[config.mk]
export PLATFORM = sky130hd
export DESIGN_NAME = delay_unit_sink_flat
export DESIGN_NICKNAME = d
export VERILOG_FILES = /design/src/rtl/delay_unit_pkg.sv /design/src/rtl/delay_unit_sink_if.sv /design/src/rtl/delay_unit_sink_lane.sv /design/src/rtl/delay_unit_sink.sv /design/src/flat_wrapper.sv
export SDC_FILE = /design/constraint.sdc
export NUM_CORES = 1
export LEC_CHECK = 0
export CAP_MARGIN = 10
export CORE_MARGIN = 3
export CORE_UTILIZATION = 55
export CTS_CLUSTER_DIAMETER = 150
export DETAILED_ROUTE_END_ITERATION = 10
export PLACE_DENSITY = 0.88
export SYNTH_ARGS = -nofsm -noshare
export SYNTH_HDL_FRONTEND = slang
export SYNTH_HIERARCHICAL = 1
export SYNTH_SLANG_ARGS = --single-unit
[constraint.sdc]
create_clock -name CLK -period 5.61 [get_ports CLK]
set_input_delay 1.122 -clock CLK [delete_from_list [all_inputs] [get_ports CLK]]
set_output_delay 1.122 -clock CLK [all_outputs]
set_load 0.02 [all_outputs]
[src/rtl/delay_unit_pkg.sv]
// Shared types and defaults for the delay_unit_sink block and its lanes.
package delay_unit_pkg;

  localparam int unsigned WidthDefault = 5;
  localparam int unsigned DelayDefault = 3;
  localparam int unsigned CntWDefault  = 8;
  // Wide enough for the largest legal DELAY-1 (14).
  localparam int unsigned DlyCntW      = 4;

  typedef enum logic [1:0] {
    StIdle   = 2'd0,
    StWait   = 2'd1,
    StAccept = 2'd2
  } state_e;

  function automatic logic [DlyCntW-1:0] dly_last(input int unsigned delay);
    return DlyCntW'(delay - 1);
  endfunction

endpackage

[src/rtl/delay_unit_sink_if.sv]
// One valid/ready lane: the producer drives data/valid, the sink drives ready.
interface delay_unit_sink_if
  import delay_unit_pkg::*;
#(
  parameter int unsigned WIDTH = WidthDefault
) ();

  logic [WIDTH-1:0] data;
  logic             valid;
  logic             ready;

  modport master (output data, output valid, input ready);
  modport slave  (input data, input valid, output ready);

endinterface

[src/rtl/delay_unit_sink_lane.sv]
// One sink lane: waits DELAY cycles after sampling valid, then accepts one beat
// and keeps running statistics of what it accepted.
module delay_unit_sink_lane
  import delay_unit_pkg::*;
#(
  parameter int unsigned WIDTH = WidthDefault,
  parameter int unsigned DELAY = DelayDefault,
  parameter int unsigned CNT_W = CntWDefault
) (
  input  logic             clk,
  input  logic             rst_n,
  input  logic             clr,
  input  logic [WIDTH-1:0] data,
  input  logic             valid,
  output logic             ready,
  output logic [WIDTH-1:0] last,
  output logic [CNT_W-1:0] sum,
  output logic [CNT_W-1:0] count,
  output logic             err
);

  localparam logic [DlyCntW-1:0] CntLast = dly_last(DELAY);

  state_e             state_q, state_d;
  logic [DlyCntW-1:0] cnt_q, cnt_d;
  logic               ready_q;
  logic [WIDTH-1:0]   last_q, last_d;
  logic [CNT_W-1:0]   sum_q, sum_d;
  logic [CNT_W-1:0]   count_q, count_d;
  logic               err_q, err_d;
  logic               xfer;
  logic               viol;

  always_comb begin
    state_d = state_q;
    cnt_d   = cnt_q;
    xfer    = 1'b0;
    viol    = 1'b0;
    unique case (state_q)
      StIdle: begin
        if (valid) begin
          if (DELAY == 1) begin
            state_d = StAccept;
          end else begin
            state_d = StWait;
            cnt_d   = DlyCntW'(1);
          end
        end
      end
      StWait: begin
        if (!valid) begin
          // Producer withdrew before we were ready.
          viol    = 1'b1;
          state_d = StIdle;
          cnt_d   = '0;
        end else if (cnt_q == CntLast) begin
          state_d = StAccept;
          cnt_d   = '0;
        end else begin
          cnt_d = cnt_q + DlyCntW'(1);
        end
      end
      StAccept: begin
        state_d = StIdle;
        if (valid) xfer = 1'b1;
        else       viol = 1'b1;
      end
      default: begin
        state_d = StIdle;
        cnt_d   = '0;
      end
    endcase
  end

  // clr wins over accumulated history but still records this cycle's events.
  always_comb begin
    last_d  = xfer ? data : last_q;
    err_d   = clr ? viol : (err_q | viol);
    sum_d   = sum_q;
    count_d = count_q;
    if (clr) begin
      sum_d   = xfer ? CNT_W'(data) : '0;
      count_d = xfer ? CNT_W'(1) : '0;
    end else if (xfer) begin
      sum_d   = sum_q + CNT_W'(data);
      count_d = count_q + CNT_W'(1);
    end
  end

  always_ff @(posedge clk or negedge rst_n) begin
    if (!rst_n) begin
      state_q <= StIdle;
      cnt_q   <= '0;
      ready_q <= 1'b0;
      last_q  <= '0;
      sum_q   <= '0;
      count_q <= '0;
      err_q   <= 1'b0;
    end else begin
      state_q <= state_d;
      cnt_q   <= cnt_d;
      ready_q <= (state_d == StAccept);
      last_q  <= last_d;
      sum_q   <= sum_d;
      count_q <= count_d;
      err_q   <= err_d;
    end
  end

  assign ready = ready_q;
  assign last  = last_q;
  assign sum   = sum_q;
  assign count = count_q;
  assign err   = err_q;

endmodule

[src/rtl/delay_unit_sink.sv]
// Two-lane delayed-ready sink; each lane runs independently of the other.
module delay_unit_sink
  import delay_unit_pkg::*;
#(
  parameter int unsigned WIDTH = WidthDefault,
  parameter int unsigned DELAY = DelayDefault,
  parameter int unsigned CNT_W = CntWDefault
) (
  input  logic             CLK,
  input  logic             ASYNCRESETN,
  delay_unit_sink_if.slave I_0,
  delay_unit_sink_if.slave I_1,
  input  logic             clr,
  output logic [WIDTH-1:0] last_0,
  output logic [WIDTH-1:0] last_1,
  output logic [CNT_W-1:0] sum_0,
  output logic [CNT_W-1:0] sum_1,
  output logic [CNT_W-1:0] count_0,
  output logic [CNT_W-1:0] count_1,
  output logic             err_0,
  output logic             err_1
);

  delay_unit_sink_lane #(
    .WIDTH (WIDTH),
    .DELAY (DELAY),
    .CNT_W (CNT_W)
  ) u_lane_0 (
    .clk   (CLK),
    .rst_n (ASYNCRESETN),
    .clr   (clr),
    .data  (I_0.data),
    .valid (I_0.valid),
    .ready (I_0.ready),
    .last  (last_0),
    .sum   (sum_0),
    .count (count_0),
    .err   (err_0)
  );

  delay_unit_sink_lane #(
    .WIDTH (WIDTH),
    .DELAY (DELAY),
    .CNT_W (CNT_W)
  ) u_lane_1 (
    .clk   (CLK),
    .rst_n (ASYNCRESETN),
    .clr   (clr),
    .data  (I_1.data),
    .valid (I_1.valid),
    .ready (I_1.ready),
    .last  (last_1),
    .sum   (sum_1),
    .count (count_1),
    .err   (err_1)
  );

endmodule

[src/flat_wrapper.sv]
// flat-port wrapper written by rule: the top's interface ports become plain ports
module delay_unit_sink_flat import delay_unit_pkg::*;
#(
  parameter int unsigned WIDTH = WidthDefault,
  parameter int unsigned DELAY = DelayDefault,
  parameter int unsigned CNT_W = CntWDefault
)
  (CLK, ASYNCRESETN, clr, last_0, last_1, sum_0, sum_1, count_0, count_1, err_0, err_1, I_0_data, I_0_valid, I_0_ready, I_1_data, I_1_valid, I_1_ready);
  delay_unit_sink_if #(.WIDTH(WIDTH)) I_0_i ();
  delay_unit_sink_if #(.WIDTH(WIDTH)) I_1_i ();
  input  logic CLK;
  input  logic ASYNCRESETN;
  input  logic clr;
  output logic [WIDTH-1:0] last_0;
  output logic [WIDTH-1:0] last_1;
  output logic [CNT_W-1:0] sum_0;
  output logic [CNT_W-1:0] sum_1;
  output logic [CNT_W-1:0] count_0;
  output logic [CNT_W-1:0] count_1;
  output logic err_0;
  output logic err_1;
  input wire logic [$bits(I_0_i.data)-1:0] I_0_data;
  input wire logic [$bits(I_0_i.valid)-1:0] I_0_valid;
  output wire logic [$bits(I_0_i.ready)-1:0] I_0_ready;
  input wire logic [$bits(I_1_i.data)-1:0] I_1_data;
  input wire logic [$bits(I_1_i.valid)-1:0] I_1_valid;
  output wire logic [$bits(I_1_i.ready)-1:0] I_1_ready;
  assign I_0_i.data = I_0_data;
  assign I_0_i.valid = I_0_valid;
  assign I_0_ready = I_0_i.ready;
  assign I_1_i.data = I_1_data;
  assign I_1_i.valid = I_1_valid;
  assign I_1_ready = I_1_i.ready;
  delay_unit_sink #(.WIDTH(WIDTH), .DELAY(DELAY), .CNT_W(CNT_W)) u_core (.CLK(CLK), .ASYNCRESETN(ASYNCRESETN), .I_0(I_0_i), .I_1(I_1_i), .clr(clr), .last_0(last_0), .last_1(last_1), .sum_0(sum_0), .sum_1(sum_1), .count_0(count_0), .count_1(count_1), .err_0(err_0), .err_1(err_1));
endmodule
# Yosys cells after proc, flatten, opt, wreduce, memory -nomap -nowiden
# Index checks and enable logic that the tools add are counted.
[totals] ff_bits=58 out_inout_bits=46 elab_cells=80
[classes] n_addsub=6 n_eq_ne=10 n_mux=38 n_bitwise=4 reduce_logical=8
[op_table] op="8-bit 2-to-1 mux" count=8
[op_table] op="4-bit 2-to-1 mux" count=6
[op_table] op="4-bit case mux with 3 select lines" count=2
[op_table] op="8-bit by 1-bit adder with 8-bit output (second input constant)" count=2
[op_table] op="8-bit by 5-bit adder with 8-bit output" count=2
[op_table] op="1-bit 2-to-1 mux" count=12
[op_table] op="2-bit 2-to-1 mux" count=6
[op_table] op="5-bit 2-to-1 mux" count=2
[op_table] op="4-bit by 1-bit adder with 4-bit output (second input constant)" count=2
[op_table] op="2-bit equality test (second input constant)" count=4
[op_table] op="4-bit by 2-bit equality test with 1-bit output (second input constant)" count=2
[op_table] op="2-bit case mux with 2 select lines" count=2
[op_table] op="2-bit by 1-bit equality test with 1-bit output (second input constant)" count=2
[op_table] op="2-bit logical NOT" count=2
[op_table] op="2-bit != test (second input constant)" count=2
[op_table] op="2-bit AND reduction" count=2
[op_table] op="2-bit nonzero test" count=2
[op_table] op="2-bit OR reduction" count=2
[op_table] op="1-bit NOT" count=2
[op_table] op="1-bit OR" count=2

# Longest topological paths before layout
# Gate-level depths: netlist (run 1).
[depth] word_depth=5 ltp_mapped=8 mapped_depth_nobuf=7

# Cells and area by module
# The synthesis (run 1) kept the hierarchy.
[by_module_without_submodules] mod="delay_unit_sink_lane (u_core.u_lane_0)" instances=1 cells_per_inst=175 area_per_inst_um2=1635.3
[by_module_without_submodules] mod="delay_unit_sink_lane (u_core.u_lane_1)" instances=1 cells_per_inst=171 area_per_inst_um2=1606.5

# Least setup slack after synthesis (run 1)
# Ideal clock, no wire load.
[synth_path] path_type="input to register" start="input I_1_data[0]" end="register u_core.u_lane_1.sum_q[6], in the netlist u_core/u_lane_1/sum[6]" arrival_ns=2.431 setup_slack_ns=3.053 cell_stages=7 path_cell_list="ha_1 -> inv_1 -> fa_1 -> nand2b_1 -> a21oi_1 -> mux2i_1 -> a311o_1"
[synth_via] elab_chain_len=3
[synth_lines] element="start: declaration" line="flat_wrapper.sv:25" text="input wire logic [$bits(I_1_i.data)-1:0] I_1_data;"
[synth_lines] element="8-bit by 5-bit adder with 8-bit output" line="delay_unit_sink_lane.sv:85" text="sum_d = sum_q + CNT_W'(data);"
[synth_lines] element="8-bit 2-to-1 mux" line="delay_unit_sink_lane.sv:84" text="end else if (xfer) begin"
[synth_lines] element="8-bit 2-to-1 mux" line="delay_unit_sink_lane.sv:81" text="if (clr) begin"
[synth_lines] element="end signal: assignment" line="delay_unit_sink_lane.sv:104" text="sum_q <= sum_d;"
[synth_lines] element="end: declaration" line="delay_unit_sink_lane.sv:28" text="logic [CNT_W-1:0] sum_q, sum_d;"
# No other way between the ends. The select of a mux whose other input is x is not followed.
# A chain may end at the register's enable or synchronous reset.

# Worst setup path after layout (run 1)
# Ends and elaborated chain as after synthesis.

==> results of run 1 <==
## logic make-up after synthesis
family / count (synthesis) / share of synthesized area [%]
flops: 58 / 44.77
fa+ha+maj: 24 / 9.726
mux: 5 / 1.544
compound gates: 71 / 13.86
simple gates: 137 / 21.03
xor+xnor: 16 / 4.323
buf+inv: 35 / 4.747
## synthesized netlist by cell type, types with 4 or more instances
cell type	n	area [um2]
sky130_fd_sc_hd__dfrtp_1	58	1451
sky130_fd_sc_hd__nand2_1	51	191.4
sky130_fd_sc_hd__o21ai_0	24	120.1
sky130_fd_sc_hd__nor2_1	23	86.33
sky130_fd_sc_hd__ha_1	22	275.3
sky130_fd_sc_hd__inv_1	20	75.07
sky130_fd_sc_hd__nand3_1	19	95.09
sky130_fd_sc_hd__a21oi_1	18	90.09
sky130_fd_sc_hd__xor2_1	11	96.34
sky130_fd_sc_hd__and3_1	6	37.54
sky130_fd_sc_hd__buf_2	6	30.03
sky130_fd_sc_hd__clkbuf_1	6	22.52
sky130_fd_sc_hd__nand4_1	6	37.54
sky130_fd_sc_hd__or3_1	6	37.54
sky130_fd_sc_hd__mux2i_1	5	50.05
sky130_fd_sc_hd__xnor2_1	5	43.79
sky130_fd_sc_hd__o31ai_1	4	30.03
sky130_fd_sc_hd__o41ai_1	4	35.03
## area by class of cell
class	instances	area (um2)
multi-input combinational	253	1637
fill	409	1540
sequential	58	1451
timing repair buffer	62	610.6
clock buffer	11	151.4
tap	72	90.09
inverter	20	75.07
clock inverter	5	52.55
## metal layers
layer  global-route usage, %  wire length, um  vias to the layer above
li1                        -                -                     1328
met1                   31.03             3241                     1363
met2                   39.34             3524                      105
met3                   7.559              484                        7
met4                   8.824               73                        0
met5                       0                0                        -
## power breakdown
part | internal, W | total (W) | switching (W)
clock network | 0.000227 | 0.000398 | 0.000171
logic | 0.000175 | 0.000402 | 0.000227
registers | 0.000488 | 0.000543 | 0.0000551
total | 0.000890 | 0.00134 | 0.000453
## state kept, by name (all words and copies together) (netlist names), 4 cells and up
| register | cells |
|---|---|
| u_core/u_lane_1/sum | 8 |
| u_core/u_lane_0/count | 8 |
| u_core/u_lane_0/last | 5 |
| u_core/u_lane_1/count | 8 |
| u_core/u_lane_0/sum | 8 |
| u_core/u_lane_1/last | 5 |
| u_core/u_lane_0/cnt_q | 4 |
| u_core/u_lane_1/cnt_q | 4 |
## stage by stage
stage	instance area (um2)	worst slack (ps)	power [W]
CTS	4068	2817	0.001353
finish	4068	2803	0.001343
global route	4068	2663	0.001430
floorplan	3242	3053	0.0007862
global placement	3864	2467	0.0009317
detailed placement	3864	2461	0.0009485
## worst max-delay path, cell delays in order
cell	delay, ps
sky130_fd_sc_hd__clkdlybuf4s50_1	500
sky130_fd_sc_hd__ha_1	180
sky130_fd_sc_hd__inv_1	50
sky130_fd_sc_hd__fa_1	380
sky130_fd_sc_hd__nand2b_1	170
sky130_fd_sc_hd__a21oi_1	200
sky130_fd_sc_hd__mux2i_1	100
sky130_fd_sc_hd__a311o_1	310
## how the worst min path moves through the flow
stage / from / endpoint / slack [ps]
2_1_floorplan: u_core/u_lane_0/cnt_q[3]$_DFFE_PN0P_ / u_core/u_lane_0/cnt_q[3]$_DFFE_PN0P_ / 470
5_1_grt: u_core/u_lane_1/last[3]$_DFFE_PN0N_ / u_core/u_lane_1/last[3]$_DFFE_PN0N_ / 500
6_report: u_core/u_lane_1/last[3]$_DFFE_PN0N_ / u_core/u_lane_1/last[3]$_DFFE_PN0N_ / 470
3_5_place_dp: u_core/u_lane_1/last[3]$_DFFE_PN0N_ / u_core/u_lane_1/last[3]$_DFFE_PN0N_ / 460
4_1_cts: u_core/u_lane_1/last[3]$_DFFE_PN0N_ / u_core/u_lane_1/last[3]$_DFFE_PN0N_ / 480
3_3_place_gp: u_core/u_lane_1/last[3]$_DFFE_PN0N_ / u_core/u_lane_1/last[3]$_DFFE_PN0N_ / 460
==> reports/summary.md, run 1 <==
Clocking
• 9 — TritonCTS Buffers
• 58 — Clock Sinks
• 2 — maximum number of buffers from clock root to sink
• sky130_fd_sc_hd__clkbuf_8 — clock root cell
• 0 — number of resized instances in the post-cts repair step
• built — CTS tree
• 340 ps — Worst-Skew Late Latency
• 70 ps — CTS clock-pin slew for the worst setup and hold paths
• 0 — Hold-fix buffers, CTS
• 3 — depth of the CTS H-tree
• 0 — Post-CTS Setup Inserts

Routing
• 0 — number of nets still failing antenna checks after routing
• 0 — drc violations
• 5 — detailed-router iteration count before antenna repair
• 15.22 um — average detailed-routed wire length per instance
• 5.827 — vias per inst
• 7323 um — wire length reported by the detailed router
• 2803 — Vias
• 198 — Iter 0 DRT Violations

Critical path
• 3 — maximum fanout along the worst path
• u_core/u_lane_1/sum[7]$_DFFE_PN0P_ — destination of the worst register-to-register timing path
• 3030 ps — data arrival at the endpoint of the critical path
• u_core/u_lane_1/sum[6]$_DFFE_PN0P_ — timing endpoint of the critical path
• 5840 ps — CP required
• input pin to flip-flop — kind of critical path
• I_1_data[0] — launch point of the worst path
• 3460 ps — r2r setup slk
• 6 — worst reg-to-reg path cell count
• flip-flop — Worst setup EP type
• u_core/u_lane_1/state_q[0]$_DFF_PN0_ — reg-to-reg critical path startpoint
• input pin — startpoint class of the critical path

GRT
• 0 — number of antenna violations at the first check in global routing
• 0 — overflow left after global routing
• 12700 um — first-pass GRT wire length
• 24.40% — global routing usage summed across all routing layers
• 59 — pin count of the biggest net entering global routing
• 2781 — number of global-route vias before repair

Floorplan
• 82.78 um — horizontal die dimension
• 0.005608 mm2 — Core Footprint
• 57.81% — Initial Util
• 82.78 um — DIE HEIGHT
• 0.006852 mm2 — die outline area
• 27 — number of core rows
• 61 — number of top-level design ports

Finish
• 0 — diode insertion count for antenna repair
• 72.53% — final standard cell utilization of the core
• 5.868% — layout cell share with drive strength beyond 1
• sky130_fd_sc_hd__clkdlybuf4s50_1, sky130_fd_sc_hd__dfrtp_1, sky130_fd_sc_hd__nand2_1 — highest-count cells in the layout ignoring fill and taps
• sky130_fd_sc_hd__clkdlybuf4s50_1 — most common cell after layout, fill and taps aside
• 25.47% — relative area change from synthesis to final layout
• 443 — Total Nets Final
• 481 — post-route insts no fill

Min path
• flip-flop to flip-flop — type of the worst min-delay path
• 2 — hold depth

Timing
• 50.03% — share of the clock period used by the worst path
• 50.75% — worst slew slack as a fraction of its limit
• 0 — max-slew violation count
• 0 — number of endpoints with negative hold slack in the final report
• false — RSZ-0062 raised after global routing
• 356.3 MHz — Fmax
• 0 — count of final setup violators
• 10.96 ps — final setup skew
• 472.3 ps — worst hold-check slack
• 2807 ps — final worst path period need
• 0 ps — setup TNS
• 737.0 ps — Slew @ Worst Pin

Outcome
• finished, final reports clean — result of the run

Synth
• 58 — flip-flop and latch count after synthesis
• 0.003242 mm2 — area of the mapped netlist
• 6 — yosys warns
• 9.370 um2 — Post-Synthesis Mean Instance Area
• 346 — Gate Count Post-Synth
• 44.77% — sequential-to-total area share from yosys stat
• 50 — unique cell type count in the Yosys netlist
• sky130_fd_sc_hd__dfrtp_1 — Top FF cell, synth
• 385 — Net Count, Synth
• 100.0% — proportion of register bits with asynchronous set or reset after synthesis
• 0 — number of flops mapped to enable cells by yosys

Power
• 330.2 mW/mm2 — pwr/cell area
• 0.2199 mV — worst vdd ir
• 1.862 nW — leakage dissipation

Placement
• 465 — number of placed instances with taps included
• 60 — count of buffers from port buffering
• 0.8217 — Placer Congestion
• 4863 um — HPWL after detailed placement

Flow run
• 0 — max-cap check violation count

Power figures use the tool's default switching activity.
==> run 2: changes to the inputs <==
- CORE_UTILIZATION: 55 -> 47
- PLACE_DENSITY: 0.88 -> 0.8
- clock period: 5.61 -> 2.3 ns (I/O delays scaled with it)
==> reports/summary.md, run 2 (synthesis gave the netlist of run 1 again) <==
Clocking
• 58 — Clock Sinks
• 0 — number of resized instances in the post-cts repair step
• 330 ps — Worst-Skew Late Latency
• built — CTS tree
• 0 — Hold-fix buffers, CTS
• 3 — depth of the CTS H-tree
• 0 — Post-CTS Setup Inserts
• sky130_fd_sc_hd__clkbuf_8 — clock root cell
• 9 — TritonCTS Buffers
• 2 — maximum number of buffers from clock root to sink
• 70 ps — CTS clock-pin slew for the worst setup and hold paths

Critical path
• 2 — maximum fanout along the worst path
• 7 — worst reg-to-reg path cell count
• I_1_data[0] — launch point of the worst path
• 2510 ps — CP required
• u_core/u_lane_1/sum[0]$_DFFE_PN0P_ — reg-to-reg critical path startpoint
• u_core/u_lane_1/sum[6]$_DFFE_PN0P_ — destination of the worst register-to-register timing path
• flip-flop — Worst setup EP type
• input pin — startpoint class of the critical path
• 2390 ps — data arrival at the endpoint of the critical path
• input pin to flip-flop — kind of critical path
• 370 ps — r2r setup slk
• u_core/u_lane_1/sum[6]$_DFFE_PN0P_ — timing endpoint of the critical path

Routing
• 2793 — Vias
• 4 — detailed-router iteration count before antenna repair
• 0 — drc violations
• 0 — number of nets still failing antenna checks after routing
• 119 — Iter 0 DRT Violations
• 7344 um — wire length reported by the detailed router
• 14.69 um — average detailed-routed wire length per instance
• 5.586 — vias per inst

GRT
• 0 — overflow left after global routing
• 12760 um — first-pass GRT wire length
• 20.56% — global routing usage summed across all routing layers
• 2806 — number of global-route vias before repair
• 0 — number of antenna violations at the first check in global routing
• 59 — pin count of the biggest net entering global routing

Finish
• 8.983% — layout cell share with drive strength beyond 1
• 65.10% — final standard cell utilization of the core
• sky130_fd_sc_hd__clkdlybuf4s50_1, sky130_fd_sc_hd__dfrtp_1, sky130_fd_sc_hd__nand2_1 — highest-count cells in the layout ignoring fill and taps
• 457 — Total Nets Final
• 500 — post-route insts no fill
• sky130_fd_sc_hd__clkdlybuf4s50_1 — most common cell after layout, fill and taps aside
• 0 — diode insertion count for antenna repair
• 31.15% — relative area change from synthesis to final layout

Min path
• input pin to async pin — type of the worst min-delay path

Floorplan
• 61 — number of top-level design ports
• 89.05 um — DIE HEIGHT
• 89.05 um — horizontal die dimension
• 49.64% — Initial Util
• 0.006531 mm2 — Core Footprint
• 0.007930 mm2 — die outline area
• 29 — number of core rows

Outcome
• finished, final reports clean — result of the run

Timing
• 305.2 ps — Slew @ Worst Pin
• 6.237 ps — final setup skew
• 0 — number of endpoints with negative hold slack in the final report
• 458.6 MHz — Fmax
• 94.80% — share of the clock period used by the worst path
• 2180 ps — final worst path period need
• false — RSZ-0062 raised after global routing
• 0 — count of final setup violators
• 0 — max-slew violation count
• 79.39% — worst slew slack as a fraction of its limit

Placement
• 5162 um — HPWL after detailed placement
• 484 — number of placed instances with taps included
• 60 — count of buffers from port buffering
• 0.8303 — Placer Congestion

Flow run
• 0 — max-cap check violation count

Power
• 0.003508 W — total power consumption of the routed design
• 825.2 mW/mm2 — pwr/cell area
• 1.961 nW — leakage dissipation
• 0.5819 mV — worst vdd ir

==> run 2: cell count changes in the layout (fill, tap and decap cells not counted), sizes merged <==
| cell | before | now |
|---|---|---|
| clkinvlp | 1 | 0 |
| bufinv | 1 | 3 |
| buf | 3 | 17 |
| clkinv | 3 | 2 |
==> run 2: worst max-delay path, cell delays in order <==
cell and delay [ps]:
sky130_fd_sc_hd__clkdlybuf4s50_1 480, sky130_fd_sc_hd__ha_1 180, sky130_fd_sc_hd__inv_1 50, sky130_fd_sc_hd__fa_1 370
sky130_fd_sc_hd__nand2b_1 170, sky130_fd_sc_hd__a21oi_1 240, sky130_fd_sc_hd__mux2i_1 110, sky130_fd_sc_hd__a311o_1 320
==> run 2: worst min-delay path by stage <==
stage,from,endpoint,slack [ps],cells after the start
after floorplan,ASYNCRESETN,u_core/u_lane_0/cnt_q[0]$_DFFE_PN0P_,160,0
after global placement,u_core/u_lane_0/last[2]$_DFFE_PN0N_,u_core/u_lane_0/last[2]$_DFFE_PN0N_,460,2
after detailed placement,u_core/u_lane_0/last[2]$_DFFE_PN0N_,u_core/u_lane_0/last[2]$_DFFE_PN0N_,460,2
after CTS,ASYNCRESETN,u_core/u_lane_1/count[7]$_DFFE_PN0P_,130,2
after global routing,ASYNCRESETN,u_core/u_lane_1/count[7]$_DFFE_PN0P_,150,2
final,ASYNCRESETN,u_core/u_lane_1/count[7]$_DFFE_PN0P_,120,2
==> run 2: area by class of cell <==
type	count	area [um2]
Clock buffer	11	151.4
Clock inverter	5	100.1
Fill cell	521	2280
Inverter	20	75.07
Multi-Input combinational cell	253	1637
Sequential cell	58	1451
Tap cell	77	96.34
Timing Repair Buffer	76	740.7
==> run 2: routing by layer <==
metal  global-route usage [%]  share of wire, %
met5                        0                 0
met4                    7.037              0.71
met3                    4.700               4.6
met2                    35.02                49
met1                    25.83                46
==> run 2: per-stage QoR <==
| stage | hold WS [ps] | instance area, um2 | setup TNS [ps] | setup WS, ps |
|---|---|---|---|---|
| floorplan | 164.4 | 3242 | 0 | 358.6 |
| finish | 117.9 | 4252 | 0 | 119.6 |
| detailed placement | 462.6 | 4000 | -251.5 | -175.1 |
| CTS | 127.2 | 4252 | 0 | 166.5 |
| global route | 146.9 | 4252 | 0 | 46.39 |
| global placement | 460.7 | 4000 | -143.1 | -143.1 |
==> run 2: power breakdown <==
| group | internal, W | total [W] | leakage (nW) | switching [W] |
|---|---|---|---|---|
| Combinational | 0.000449 | 0.00101 | 1.04 | 0.000558 |
| Sequential | 0.00119 | 0.00132 | 0.791 | 0.000131 |
| Clock | 0.000775 | 0.00118 | 0.129 | 0.000405 |
==> run 3: changes to the inputs <==
- CORE_MARGIN: 3 -> default
==> reports/summary.md, run 3 (synthesis gave the netlist of run 1 again) <==
Finish
• sky130_fd_sc_hd__clkdlybuf4s50_1 — most common cell after layout, fill and taps aside
• 8.115% — layout cell share with drive strength beyond 1
• 64.15% — final standard cell utilization of the core
• 0 — diode insertion count for antenna repair
• sky130_fd_sc_hd__clkdlybuf4s50_1, sky130_fd_sc_hd__dfrtp_1, sky130_fd_sc_hd__nand2_1 — highest-count cells in the layout ignoring fill and taps
• 454 — Total Nets Final
• 529 — Filler Cell Count
• 28.52% — relative area change from synthesis to final layout
• 0.004167 mm2 — Final Cell Area

GRT
• 0 — overflow left after global routing
• 37 — pin count of the biggest net entering global routing
• 21.74% — global routing usage summed across all routing layers
• 2724 — number of global-route vias before repair
• 0 — number of antenna violations at the first check in global routing
• 12360 um — first-pass GRT wire length

Clocking
• sky130_fd_sc_hd__clkbuf_8 — clock root cell
• 0 — number of resized instances in the post-cts repair step
• 2 — maximum number of buffers from clock root to sink
• built — CTS tree
• 0 — Hold-fix buffers, CTS
• 3 — depth of the CTS H-tree
• 0 — Post-CTS Setup Inserts
• 340 ps — Worst-Skew Late Latency
• 70 ps — CTS clock-pin slew for the worst setup and hold paths
• 58 — Clock Sinks
• 9 — TritonCTS Buffers

Placement
• 60 — count of buffers from port buffering
• 5182 um — HPWL after detailed placement
• -230.8 ps — pre-CTS setup slack
• 0.8794 — Placer Congestion
• 0.003978 mm2 — Placed Instance Area

Outcome
• finished, final reports clean — result of the run

Critical path
• 500 ps — peak per-stage delay on the critical path
• 2 — worst path buffer plus inverter count
• clkdlybuf4s50_1 -> ha_1 -> inv_1 -> fa_1 -> nand2b_1 -> a21oi_1 -> mux2i_1 -> a311o_1 — critical path cell sequence
• 2 — maximum fanout along the worst path
• 2400 ps — data arrival at the endpoint of the critical path
• flip-flop — Worst setup EP type
• adder cells — family of cells with the greatest summed delay on the critical path
• sky130_fd_sc_hd__clkdlybuf4s50_1 — cell with the biggest individual delay on the critical path
• input pin to flip-flop — kind of critical path
• 2530 ps — CP required
• input pin — startpoint class of the critical path

Floorplan
• 49.91% — Initial Util
• 61 — number of top-level design ports
• 85.05 um — horizontal die dimension
• 0.006495 mm2 — Core Footprint
• 29 — number of core rows
• 0.007234 mm2 — die outline area
• 85.05 um — DIE HEIGHT

Timing
• 0 — count of final setup violators
• 549.0 ps — Slew @ Worst Pin
• 7.016 ps — final setup skew
• 459.7 MHz — Fmax
• 94.58% — share of the clock period used by the worst path
• 63.40% — worst slew slack as a fraction of its limit
• 2175 ps — final worst path period need
• 124.6 ps — final worst setup slack
• 0 — max-slew violation count
• 0 — number of endpoints with negative hold slack in the final report
• false — RSZ-0062 raised after global routing

Routing
• 122 — Iter 0 DRT Violations
• 5.671 — vias per inst
• 0 — drc violations
• 7418 um — wire length reported by the detailed router
• 14.96 um — average detailed-routed wire length per instance
• 4 — detailed-router iteration count before antenna repair
• 0 — number of nets still failing antenna checks after routing
• 2813 — Vias

Flow run
• 0 — max-cap check violation count

Power
• 0.4418 mV — worst vdd ir
• 772.3 mW/mm2 — pwr/cell area
• 1.920 nW — leakage dissipation

Min path
• input pin to async pin — type of the worst min-delay path

==> run 3: stage by stage <==
step	setup TNS [ps]	cells	power (W)	hold WS [ps]
CTS	0	496	0.003242	107.8
global route	0	496	0.003404	135.4
floorplan	0	346	0.001918	164.4
detailed placement	-321.7	481	0.002339	467.0
global placement	-166.9	481	0.002294	458.8
finish	0	496	0.003218	99.52
==> run 3: final timing paths <==
path                                                        end                                start  slack, ps  cells past startpoint
min                        u_core/u_lane_1/count[7]$_DFFE_PN0P_                          ASYNCRESETN        100                      1
max                          u_core/u_lane_1/sum[6]$_DFFE_PN0P_                          I_1_data[0]        120                      8
min in group CLK            u_core/u_lane_0/last[2]$_DFFE_PN0N_  u_core/u_lane_0/last[2]$_DFFE_PN0N_        480                      2
max in group asynchronous  u_core/u_lane_0/count[7]$_DFFE_PN0P_                          ASYNCRESETN       1620                      2
max reg2reg                  u_core/u_lane_1/sum[6]$_DFFE_PN0P_   u_core/u_lane_1/sum[0]$_DFFE_PN0P_        370                      7
min reg2reg                 u_core/u_lane_0/last[2]$_DFFE_PN0N_  u_core/u_lane_0/last[2]$_DFFE_PN0N_        480                      2
==> run 3: metal layers <==
| layer | up-vias | GRT usage [%] | part of all wire (%) |
|---|---|---|---|
| met3 | 11 | 3.794 | 5.2 |
| met1 | 1352 | 27.50 | 45 |
| met4 | 0 | 10.94 | 1.8 |
| met5 | - | 0 | 0 |
| li1 | 1357 | - | - |
| met2 | 93 | 36.00 | 48 |
==> run 3: power by group <==
group / internal [W] / leakage, nW / switching [W]
Sequential: 0.00119 / 0.791 / 0.000135
Clock: 0.000499 / 0.101 / 0.000398
Combinational: 0.000444 / 1.03 / 0.000550
==> run 3: area by class of cell <==
type	count	area, um2	area share (%)
well taps	77	96.34	2.312
clock buffers	13	178.9	4.294
multi-input cells	253	1637	39.28
clock inverters	2	10.01	0.2402
repair buffers	73	718.2	17.24
inverters	20	75.07	1.802
flip-flops and latches	58	1451	34.83
